<file path="config.mk">
export PLATFORM = sky130hd
export DESIGN_NAME = dmem_io_ctrl
export DESIGN_NICKNAME = d
export VERILOG_FILES = /design/src/rtl/dmem_io_ctrl.sv
export SDC_FILE = /design/constraint.sdc
export NUM_CORES = 1
export LEC_CHECK = 0
export BUFFER_PORTS_ARGS = -buffer_cell sky130_fd_sc_hd__buf_2
export CAP_MARGIN = 20
export CORE_MARGIN = 1.5
export CORE_UTILIZATION = 40
export CTS_CLUSTER_DIAMETER = 50
export DETAILED_ROUTE_END_ITERATION = 12
export GPL_TIMING_DRIVEN = 0
export PLACE_DENSITY = 0.69
export SLEW_MARGIN = 20
export SYNTH_ARGS = -nofsm -noshare
export SYNTH_HDL_FRONTEND = slang
export SYNTH_SLANG_ARGS = --single-unit
</file>
<file path="constraint.sdc">
create_clock -name clock -period 3.2 [get_ports clock]
set_input_delay 0.16 -clock clock [delete_from_list [all_inputs] [get_ports clock]]
set_output_delay 0.16 -clock clock [all_outputs]
set_load 0.02 [all_outputs]
</file>
<file path="src/rtl/dmem_io_ctrl.sv">
// Memory-mapped board I/O on the data-memory bus: debounced switches, event latches, 7-seg display.
// Optional free-running TIMER register built only when DMEM_IO_TIMER_EN is defined.
module dmem_io_ctrl #(
  parameter logic [15:0] IO_BASE         = 16'hFFF0,
  parameter int unsigned DEBOUNCE_CYCLES = 16,
  parameter int unsigned TIMER_DIV       = 1000
) (
  input  logic        clock,
  input  logic        reset,
  input  logic [15:0] addr,
  input  logic [15:0] wdata,
  input  logic        write,
  input  logic        read,
  input  logic        sw0,
  input  logic        sw1,
  output logic [15:0] rdata,
  output logic        hit,
  output logic [6:0]  display
);

  localparam logic [15:0] DEB_LIM = 16'(DEBOUNCE_CYCLES);

  logic [1:0]  w_off;
  logic        w_wr_disp;
  logic        w_rd_ev;
  logic [1:0]  w_flip;
  logic [1:0]  w_rise;
  logic [15:0] w_cnt_inc [2];
  logic [15:0] w_timer;
  logic        w_unused_bits;

  logic [1:0]  r_sync1;
  logic [1:0]  r_sync2;
  logic [1:0]  r_stable;
  logic [15:0] r_cnt [2];
  logic [1:0]  r_ev;
  logic [3:0]  r_disp;

  assign hit       = (addr[15:3] == IO_BASE[15:3]);
  assign w_off     = addr[2:1];
  assign w_wr_disp = hit & write & (w_off == 2'd1);
  assign w_rd_ev   = hit & read & (w_off == 2'd2);

  always_comb begin
    for (int i = 0; i < 2; i++) begin
      w_cnt_inc[i] = r_cnt[i] + 16'd1;
      w_flip[i]    = (r_sync2[i] != r_stable[i]) && (w_cnt_inc[i] == DEB_LIM);
      w_rise[i]    = w_flip[i] & r_sync2[i];
    end
  end

  always_ff @(posedge clock or negedge reset) begin
    if (!reset) begin
      r_sync1  <= '0;
      r_sync2  <= '0;
      r_stable <= '0;
      r_ev     <= '0;
      r_disp   <= '0;
      for (int i = 0; i < 2; i++) r_cnt[i] <= '0;
    end else begin
      r_sync1 <= {sw1, sw0};
      r_sync2 <= r_sync1;
      for (int i = 0; i < 2; i++) begin
        if (r_sync2[i] == r_stable[i]) begin
          r_cnt[i] <= '0;
        end else if (w_flip[i]) begin
          r_cnt[i]    <= '0;
          r_stable[i] <= r_sync2[i];
        end else begin
          r_cnt[i] <= w_cnt_inc[i];
        end
      end
      // A new rising edge outranks a read-clear landing on the same clock.
      r_ev <= w_rise | (r_ev & {2{~w_rd_ev}});
      if (w_wr_disp) r_disp <= wdata[3:0];
    end
  end

`ifdef DMEM_IO_TIMER_EN
  logic        w_wr_tmr;
  logic [31:0] r_presc;
  logic [15:0] r_timer;

  assign w_wr_tmr = hit & write & (w_off == 2'd3);

  always_ff @(posedge clock or negedge reset) begin
    if (!reset) begin
      r_presc <= '0;
      r_timer <= '0;
    end else if (w_wr_tmr) begin
      r_presc <= '0;
      r_timer <= '0;
    end else if (r_presc == 32'(TIMER_DIV - 1)) begin
      r_presc <= '0;
      r_timer <= r_timer + 16'd1;
    end else begin
      r_presc <= r_presc + 32'd1;
    end
  end

  assign w_timer       = r_timer;
  assign w_unused_bits = ^{wdata[15:4], addr[0]};
`else
  assign w_timer       = 16'h0000;
  assign w_unused_bits = ^{wdata[15:4], addr[0], TIMER_DIV[0]};
`endif

  always_comb begin
    rdata = 16'h0000;
    if (hit && read) begin
      case (w_off)
        2'd0:    rdata = {14'b0, r_stable};
        2'd1:    rdata = {12'b0, r_disp};
        2'd2:    rdata = {14'b0, r_ev};
        default: rdata = w_timer;
      endcase
    end
  end

  // Segments {g,f,e,d,c,b,a}, driven low to light.
  always_comb begin
    case (r_disp)
      4'h0:    display = 7'b1000000;
      4'h1:    display = 7'b1111001;
      4'h2:    display = 7'b0100100;
      4'h3:    display = 7'b0110000;
      4'h4:    display = 7'b0011001;
      4'h5:    display = 7'b0010010;
      4'h6:    display = 7'b0000010;
      4'h7:    display = 7'b1111000;
      4'h8:    display = 7'b0000000;
      4'h9:    display = 7'b0010000;
      4'hA:    display = 7'b0001000;
      4'hB:    display = 7'b0000011;
      4'hC:    display = 7'b1000110;
      4'hD:    display = 7'b0100001;
      4'hE:    display = 7'b0000110;
      default: display = 7'b0001110;
    endcase
  end

endmodule

</file>
**Word-level counts from Yosys, hierarchy flattened**

Memory sizes are Yosys's and may differ from the RTL's.
Index checks and enable logic that the tools add are counted.

- Register bits after elaboration: 44
- Bits in read-only memories: 112
- Memories kept: 1
- Output and inout bits: 24

- Add/sub/neg operators: 2
- Muxes and demuxes: 6
- Reduce and logical (&&, ||, !) cells: 6
- Equality and inequality tests: 9
- Bitwise operators: 11

Memory list:

| name | depth | width | rd ports | clocked after memory_dff | write ports | line | text |
|---|---|---|---|---|---|---|---|
| (name not given) | 16 | 7 | 1 | 0 | 0 | 122 | `case (r_disp)` |

Operator list:

| cell | count |
|---|---|
| 2-to-1 mux 16 bit | 4 |
| adder 16 x 1 -> 16 bit (second input constant) | 2 |
| == test 16 x 5 -> 1 bit (second input constant) | 2 |
| == test 13 bit (second input constant) | 1 |
| one-hot mux 4 bit (3 select lines) | 1 |
| AND 1 bit | 6 |
| 2-to-1 mux 4 bit | 1 |
| AND reduction 2 bit | 2 |
| logical AND 1 bit | 3 |
| NOT 1 bit | 3 |
| AND 2 bit | 1 |
| == test 1 bit | 2 |
| == test 2 x 1 -> 1 bit (second input constant) | 1 |
| == test 2 bit (second input constant) | 1 |
| logical NOT 2 bit | 1 |
| != test 1 bit | 2 |
| bitwise OR 2 bit | 1 |

**Logic depth before layout (Yosys ltp)**

Gate-level depths: netlist of the first run.

- Depth after elaboration: 6
- Depth in mapped cells: 8
- Mapped depth without buffers: 7

**Worst setup path before layout of the first run**

OpenSTA, ideal clock, no wires.

- Path kind: reg-to-reg
- Start: register r_cnt[0] in the netlist's numbering
- End: register r_stable[1]
- Buffers on the path: 0
- Data arrival time: 2093 ps
- Period minus slack after synthesis: 2220 ps
- Setup slack: 980 ps
- Required time: 3072 ps
- Setup time: 128 ps
- Cell stages (with the launch flop): 8
- Cells stage by stage: dfrtp_1 -> ha_1 -> nand4_1 -> or4_4 -> a211oi_2 -> nand4_1 -> nor4_2 -> mux2_1

- Cells in the longest elaborated chain, start to end: 4

Ends and longest elaborated chain:

| element | line | text |
|---|---|---|
| start, declared | 35 | `logic [15:0] r_cnt [2];` |
| start signal, assigned by index | 70 | `r_cnt[i] <= w_cnt_inc[i];` |
| adder 16 x 1 -> 16 bit | 46 | `w_cnt_inc[i] = r_cnt[i] + 16'd1;` |
| == test 16 x 5 -> 1 bit | 47 | `w_flip[i] = (r_sync2[i] != r_stable[i]) && (w_cnt_inc[i] == DEB_LIM);` |
| logical AND 1 bit | 47 |  |
| AND reduction 2 bit (no line) | - |  |
| end signal, assigned by index | 68 | `r_stable[i] <= r_sync2[i];` |
| end, declared | 34 | `logic [1:0] r_stable;` |

Every way passes these cells.
A chain may end at the register's enable or synchronous reset.

**Worst setup path in the final report of the first run**

Same ends and word-level chain as after synthesis.

==> results of run 1 <==
what timing repair did:
item / in CTS / in global routing
hold buffers: 2 / 1
endpoints found under the setup margin: 0 / 0
endpoints found under the hold margin: 2 / 17
worst max-delay path by stage:
stage / from / end / depth (start not counted) / slack [ns]
2_1_floorplan: r_cnt[0]$_DFF_PN0_ / r_stable[1]$_DFFE_PN0P_ / 7 / 0.98
3_3_place_gp: r_cnt[0]$_DFF_PN0_ / r_stable[1]$_DFFE_PN0P_ / 7 / 0.77
3_5_place_dp: r_cnt[0]$_DFF_PN0_ / r_stable[1]$_DFFE_PN0P_ / 7 / 0.72
4_1_cts: r_cnt[0]$_DFF_PN0_ / r_stable[1]$_DFFE_PN0P_ / 7 / 0.70
5_1_grt: r_cnt[0]$_DFF_PN0_ / r_stable[1]$_DFFE_PN0P_ / 7 / 0.53
6_report: r_cnt[0]$_DFF_PN0_ / r_stable[1]$_DFFE_PN0P_ / 7 / 0.71
worst reg2reg max path: stages (launching register included):
cell and delay (ns):
dfrtp_1 0.43, ha_1 0.28, nand4_1 0.16, or4_4 0.50
a211oi_2 0.21, nand4_1 0.18, nor4_2 0.26, mux2_1 0.36
final cells by class:
| type | count | share of cell area |
|---|---|---|
| multi-input combinational | 220 | 0.463 |
| inverter | 9 | 0.0108 |
| timing repair buffer | 40 | 0.0737 |
| sequential | 44 | 0.353 |
| buffer | 20 | 0.0437 |
| tap | 77 | 0.0309 |
| clock buffer | 6 | 0.0232 |
| clock inverter | 1 | 0.00160 |
power groups by stage:
| stage | registers (mW) | logic, mW | clock network, mW |
|---|---|---|---|
| 4_1_cts | 0.574 | 0.0804 | 0.341 |
| 3_5_place_dp | 0.585 | 0.0788 | 0 |
| 3_3_place_gp | 0.585 | 0.0773 | 0 |
| 6_report | 0.575 | 0.0835 | 0.326 |
| 2_1_floorplan | 0.583 | 0.0459 | 0 |
| 5_1_grt | 0.576 | 0.0940 | 0.364 |
placed cells by master (no fill, tap or decap), types with 2 or more instances in the layout:
| cell | instances |
|---|---|
| o22ai_1 | 2 |
| dfrtp_1 | 44 |
| nand2_1 | 14 |
| xnor2_1 | 26 |
| mux2i_1 | 5 |
| buf_2 | 37 |
| nor3b_1 | 3 |
| and3_1 | 2 |
| xor2_1 | 9 |
| a21oi_1 | 7 |
| conb_1 | 12 |
| a22o_1 | 2 |
| ha_1 | 10 |
| mux2_1 | 2 |
| nand3_1 | 17 |
| nor3_1 | 8 |
| nor2b_1 | 4 |
| and4_1 | 3 |
| nand4_1 | 8 |
| nand4b_1 | 2 |
| inv_1 | 9 |
| clkbuf_1 | 6 |
| buf_6 | 2 |
| clkbuf_8 | 5 |
| or3_1 | 4 |
| nor2_1 | 49 |
| nor4_1 | 4 |
| dlygate4sd3_1 | 3 |
| o21ai_0 | 2 |
| buf_4 | 12 |
| mux2_2 | 4 |
| and2_1 | 2 |
flip-flops by register name, summed over array words and instances (netlist names):
register	flops
r_sync1	2
r_stable	2
r_ev	2
r_disp	4
r_cnt	32
r_sync2	2
logic make-up (layout without fill, tap and decap cells):
kind of cell | after synthesis | count (layout)
compound gates | 22 | 22
xor+xnor | 35 | 35
fa+ha+maj | 10 | 10
buf+inv | 29 | 76
other cells | 1 | 12
flops | 44 | 44
mux | 12 | 12
simple gates | 129 | 129
per-layer routing:
layer  track usage  vias up  wire [microns]
met5             0        -               0
met4        0.0626        0             101
met3        0.0344        9             268
met2         0.229       52            2180
met1         0.191      952            2430
li1              -     1063               -
==> results.ini, run 1 <==
[status]
status=finished with violations
violations=DRC

[place]
place.gp.congestion=0.829
dp_hpwl_microns=3760
place_ws_ns=0.715
dp_cells=406
placed_area_sq_mm=0.00299
port-buffer-count=36

[synthesis]
synth_fa_ha_area_frac=0.0468
synthTopCellsByArea=dfrtp_1 (41%), xnor2_1 (8.5%), nor2_1 (6.9%)
syn-cell-area_sq_mm=0.00268
ys_ff_latch=44
ys_types=49
async_flop_share=1.00
synth-main-ff-cell=dfrtp_1
yosysWarningCount=0
synth.most_common_cell=nor2_1
synth_edf_count=0
synth_top_family_by_area=simple AND/OR/NAND/NOR gates
synth-compound-area-share=0.0589
synth_common_cells=nor2_1 (49), dfrtp_1 (44), xnor2_1 (26)
synthMuxAreaShare=0.0524
synth_xor_area_frac=0.115
syn_inst=282
synth.avg_cell_area_sq_um=9.49
synth_top_area_share=0.411
yosysTopAreaCell=dfrtp_1
synthSimpleGateAreaFrac=0.251
synth_seq_area_share=0.411

[die]
die_area_sq_mm=0.00719
rows=29
die_w_microns=84.8
die_h_microns=84.8
io-pin-count=62
initial_utilization=0.417
core-area_sq_mm=0.00642

[pwr]
total_leakage_power_nw=1.40
switching_share=0.238
p_int_uw=750
p_comb_frac=0.085
fin_total_pwr_uw=984
power.switching_uw=234
power.density_mw_per_mm2=315
p_seq_frac=0.584
peakVddDrop_mv=0.141
clockPowerShare=0.331

[global_route]
grt_usage=0.145
antenna_found_initial=0
grt_max_degree=45
grt_pass1_vias=1907
grt_pass1_wl_microns=8380
overflow=0

[clock_tree]
clk_pin_slew_ns=0.08
cts_made_buffers=5
root_buffer=clkbuf_8
cts_sinks=44
cts_resized=0
cts_tree=done
h-tree-depth=2
cts_buffer_depth=2
clk_latency_ns=0.30
cts_setup_buffers=0

[finish]
num_antenna_cells=0
fillers=584
final_cell_area_sq_mm=0.00312
finish.utilization=0.486
ff_latch_area_sq_mm=0.00110
area_delta_synth_final_pct=16.6
fin_nets=388
drive_above_1_share=0.215
multi_input_area_sq_mm=0.00145
instances_no_fill=417

[worst_hold_path]
min_delay_path_depth=2
hp-start=wdata[1]
holdCritPathClass=in2reg
hold_end=r_disp[1]$_DFFE_PN0P_

[setup_path]
critPathMaxStageDelay_ns=0.50
crit_top_cell=nand4_1
critPathSlowestCell=or4_4
criticalPathCategory=reg2reg
reg2reg_slack_ns=0.71
worst_setup_path_end_kind=flip-flop
arrival_ns=2.67
path_buf_inv=0
r2r-end=r_stable[1]$_DFFE_PN0P_
reg2reg_depth=7
startpoint_type=flip-flop
crit_fanout=5
cp_data_required_time_ns=3.39
cpLargestDelayFamily=simple AND/OR/NAND/NOR gates
timing.rr.start=r_cnt[0]$_DFF_PN0_
cp_cell_sequence=ha_1 -> nand4_1 -> or4_4 -> a211oi_2 -> nand4_1 -> nor4_2 -> mux2_1

[detailed_routing]
vias=2076
first_pass_iters=10
drt_wl_total_microns=4980
drt-wirelength-per-cell_microns=11.9
viasPerCell=4.98
drcViolationCount=9
first_iter_violations=120
antenna_left=0

[timing]
hold_ws_ns=0.0948
worstMarginPinSlew_ns=0.635
slew_viol_final=0
slew_headroom=0.573
setup_viol=0
post-route-min-period_ns=2.49
maxClockFrequency_mhz=402
fin_ws_ns=0.714
tns_ns=0
rsz0062_at_grt=no
hold_viol=0
fin_crit_sh=0.777
fin_skew_ns=0.00931

[run]
max_cap_viol_count=0

No activity file was read; power rests on OpenSTA's default activity.
==> run 2: changes to the inputs <==
clock period = 2.5 ns   (was 3.2 ns; I/O delays follow)
==> run 2 against run 1 <==
  * The flow still finishes with violations (DRC)
  * Utilization rose by 0.97 points
  * Critical path depth did not move
  * Total power rose by 29%
  * Combinational power rose by 37%
  * Clock-buffer cell count did not move
  * Sequential power rose by 28%
  * Register-to-register slack got worse by 0.56 ns
  * Global-route usage rose by 0.083 points
  * Design area rose by 2.0%
  * Worst setup slack got worse by 0.56 ns
  * Sequential share of layout area fell by 0.69 points
  * Sequential cell count did not move
  * Largest cell class unchanged
  * Highest routed layer unchanged
==> results.ini, run 2 (synthesized netlist as in run 1, its figures left out) <==
[status]
status=finished with violations
violations=DRC

[global_route]
grt_max_degree=45  ; unchanged
overflow=0  ; unchanged
grt_pass1_wl_microns=8420  ; +0.57%
grt_pass1_vias=1915  ; +0.42%
antenna_found_initial=0  ; unchanged
grt_usage=0.146  ; +0.000831

[place]
dp_cells=406  ; unchanged
place.gp.congestion=0.829  ; unchanged
placed_area_sq_mm=0.00299  ; unchanged
port-buffer-count=36  ; unchanged
dp_hpwl_microns=3760  ; unchanged

[die]
io-pin-count=62  ; unchanged
rows=29  ; unchanged
initial_utilization=0.417  ; unchanged
die_h_microns=84.8  ; unchanged
core-area_sq_mm=0.00642  ; unchanged
die_w_microns=84.8  ; unchanged
die_area_sq_mm=0.00719  ; unchanged

[finish]
drive_above_1_share=0.233  ; +0.0179
area_delta_synth_final_pct=19.0
fin_nets=392  ; +1.0%
finish.utilization=0.496  ; +0.00974
largest_registers=r_cnt x32, r_disp x4
fillers=579  ; -0.86%
largest_reg_flops=32  ; unchanged
num_antenna_cells=0  ; unchanged
final_cell_mix=nor2_1 (49), dfrtp_1 (44), buf_2 (37), xnor2_1 (26), nand3_1 (17)
final_common_cell=nor2_1
final_cell_area_sq_mm=0.00318  ; +2.0%
regMostFlops=r_cnt
instances_no_fill=421  ; +0.96%

[clock_tree]
clk_latency_ns=0.30  ; about the same
clk_pin_slew_ns=0.08  ; about the same
root_buffer=clkbuf_8
cts_sinks=44  ; unchanged
cts_made_buffers=5  ; unchanged
h-tree-depth=2  ; unchanged
cts_tree=done
cts_buffer_depth=2  ; unchanged

[timing]
maxClockFrequency_mhz=426  ; +5.9%
slew_headroom=0.576  ; +0.00221
hold_viol=0  ; unchanged
setup_viol=0  ; unchanged
hold_ws_ns=0.0589  ; -0.0359 ns
fin_crit_sh=0.939  ; +0.162
fin_skew_ns=0.00935  ; +0.0000406 ns
tns_ns=0  ; unchanged
slew_viol_final=0  ; unchanged
post-route-min-period_ns=2.35  ; -0.140 ns
rsz0062_at_grt=no
worstMarginPinSlew_ns=0.632  ; -0.00329 ns

[detailed_routing]
drt-wirelength-per-cell_microns=12.0  ; +0.60%
antenna_left=0  ; unchanged
first_iter_violations=141  ; +18%
drt_wl_total_microns=5060  ; +1.6%
vias=2104  ; +1.3%
drcViolationCount=9  ; unchanged
first_pass_iters=10  ; unchanged
viasPerCell=5.00  ; +0.39%

[pwr]
peakVddDrop_mv=0.178  ; +27%
power.density_mw_per_mm2=398  ; +26%
total_leakage_power_nw=1.42  ; +1.5%

[worst_hold_path]
holdCritPathClass=in2reg

[setup_path]
criticalPathCategory=reg2reg
arrival_ns=2.53  ; -0.14 ns
crit_fanout=10  ; +5
startpoint_type=flip-flop
cp_data_required_time_ns=2.69  ; -0.70 ns
worst_setup_path_end_kind=flip-flop

[run]
max_cap_viol_count=0  ; unchanged

run 2: cell count changes in the layout (fill, tap and decap cells not counted), sizes merged:
cell,previous run,this run
buf,52,56
run 2: power by group:
part / switching, mW / total, mW / internal (mW) / leakage (nW)
clock: 0.227 / 0.417 / 0.190 / 0.0410
combinational: 0.0625 / 0.114 / 0.0516 / 0.786
sequential: 0.0128 / 0.735 / 0.722 / 0.595
run 2: metrics by stage:
step / setup slack, ns / total power [mW]
finish: 0.153 / 1.27
global route: 0.0141 / 1.33
CTS: 0.0329 / 1.28
detailed placement: 0.0154 / 0.850
global placement: 0.0654 / 0.847
floorplan: 0.280 / 0.805
run 2: path summary, 6_finish.rpt:
kind | endpoint | slack (ns) | depth (start not counted) | from
worst max-delay path | r_stable[1]$_DFFE_PN0P_ | 0.15 | 7 | r_cnt[6]$_DFF_PN0_
worst min-delay path | r_disp[1]$_DFFE_PN0P_ | 0.06 | 2 | wdata[1]
worst max register to register | r_stable[1]$_DFFE_PN0P_ | 0.15 | 7 | r_cnt[6]$_DFF_PN0_
worst min register to register | r_sync2[0]$_DFF_PN0_ | 0.35 | 0 | r_sync1[0]$_DFF_PN0_
max in group asynchronous | r_cnt[6]$_DFF_PN0_ | 1.72 | 3 | reset
min in group asynchronous | r_cnt[8]$_DFF_PN0_ | 0.29 | 2 | reset
run 2: area by class of cell:
type                       instances  area [sq um]  area share
multi-input combinational        220          1480       0.464
sequential                        44          1100       0.346
timing repair buffer              44           260      0.0817
buffer                            20           136      0.0428
tap                               77          96.3      0.0303
clock buffer                       6          72.6      0.0228
inverter                           9          33.8      0.0106
clock inverter                     1          5.00     0.00157
run 2: layer usage:
| metal | track usage | part of all wire |
|---|---|---|
| met1 | 0.193 | 0.49 |
| met2 | 0.230 | 0.44 |
| met3 | 0.0344 | 0.054 |
| met4 | 0.0626 | 0.020 |
| met5 | 0 | 0 |
run 2: critical path, cell delays in order (launching register included):
cell	delay, ns
dfrtp_1	0.44
nand3_2	0.12
buf_6	0.16
or4_4	0.51
a211oi_2	0.22
nand4_1	0.23
nor4_4	0.22
mux2_1	0.35
run 2: repair_timing:
item / CTS / global route
hold buffers: 2 / 1
setup buffers: 4 / 0
hold endpoints to repair: 2 / 17
resized for setup: 1 / 4
pin swaps: 1 / 1
gates cloned: 0 / 0
endpoints found under the setup margin: 1 / 2
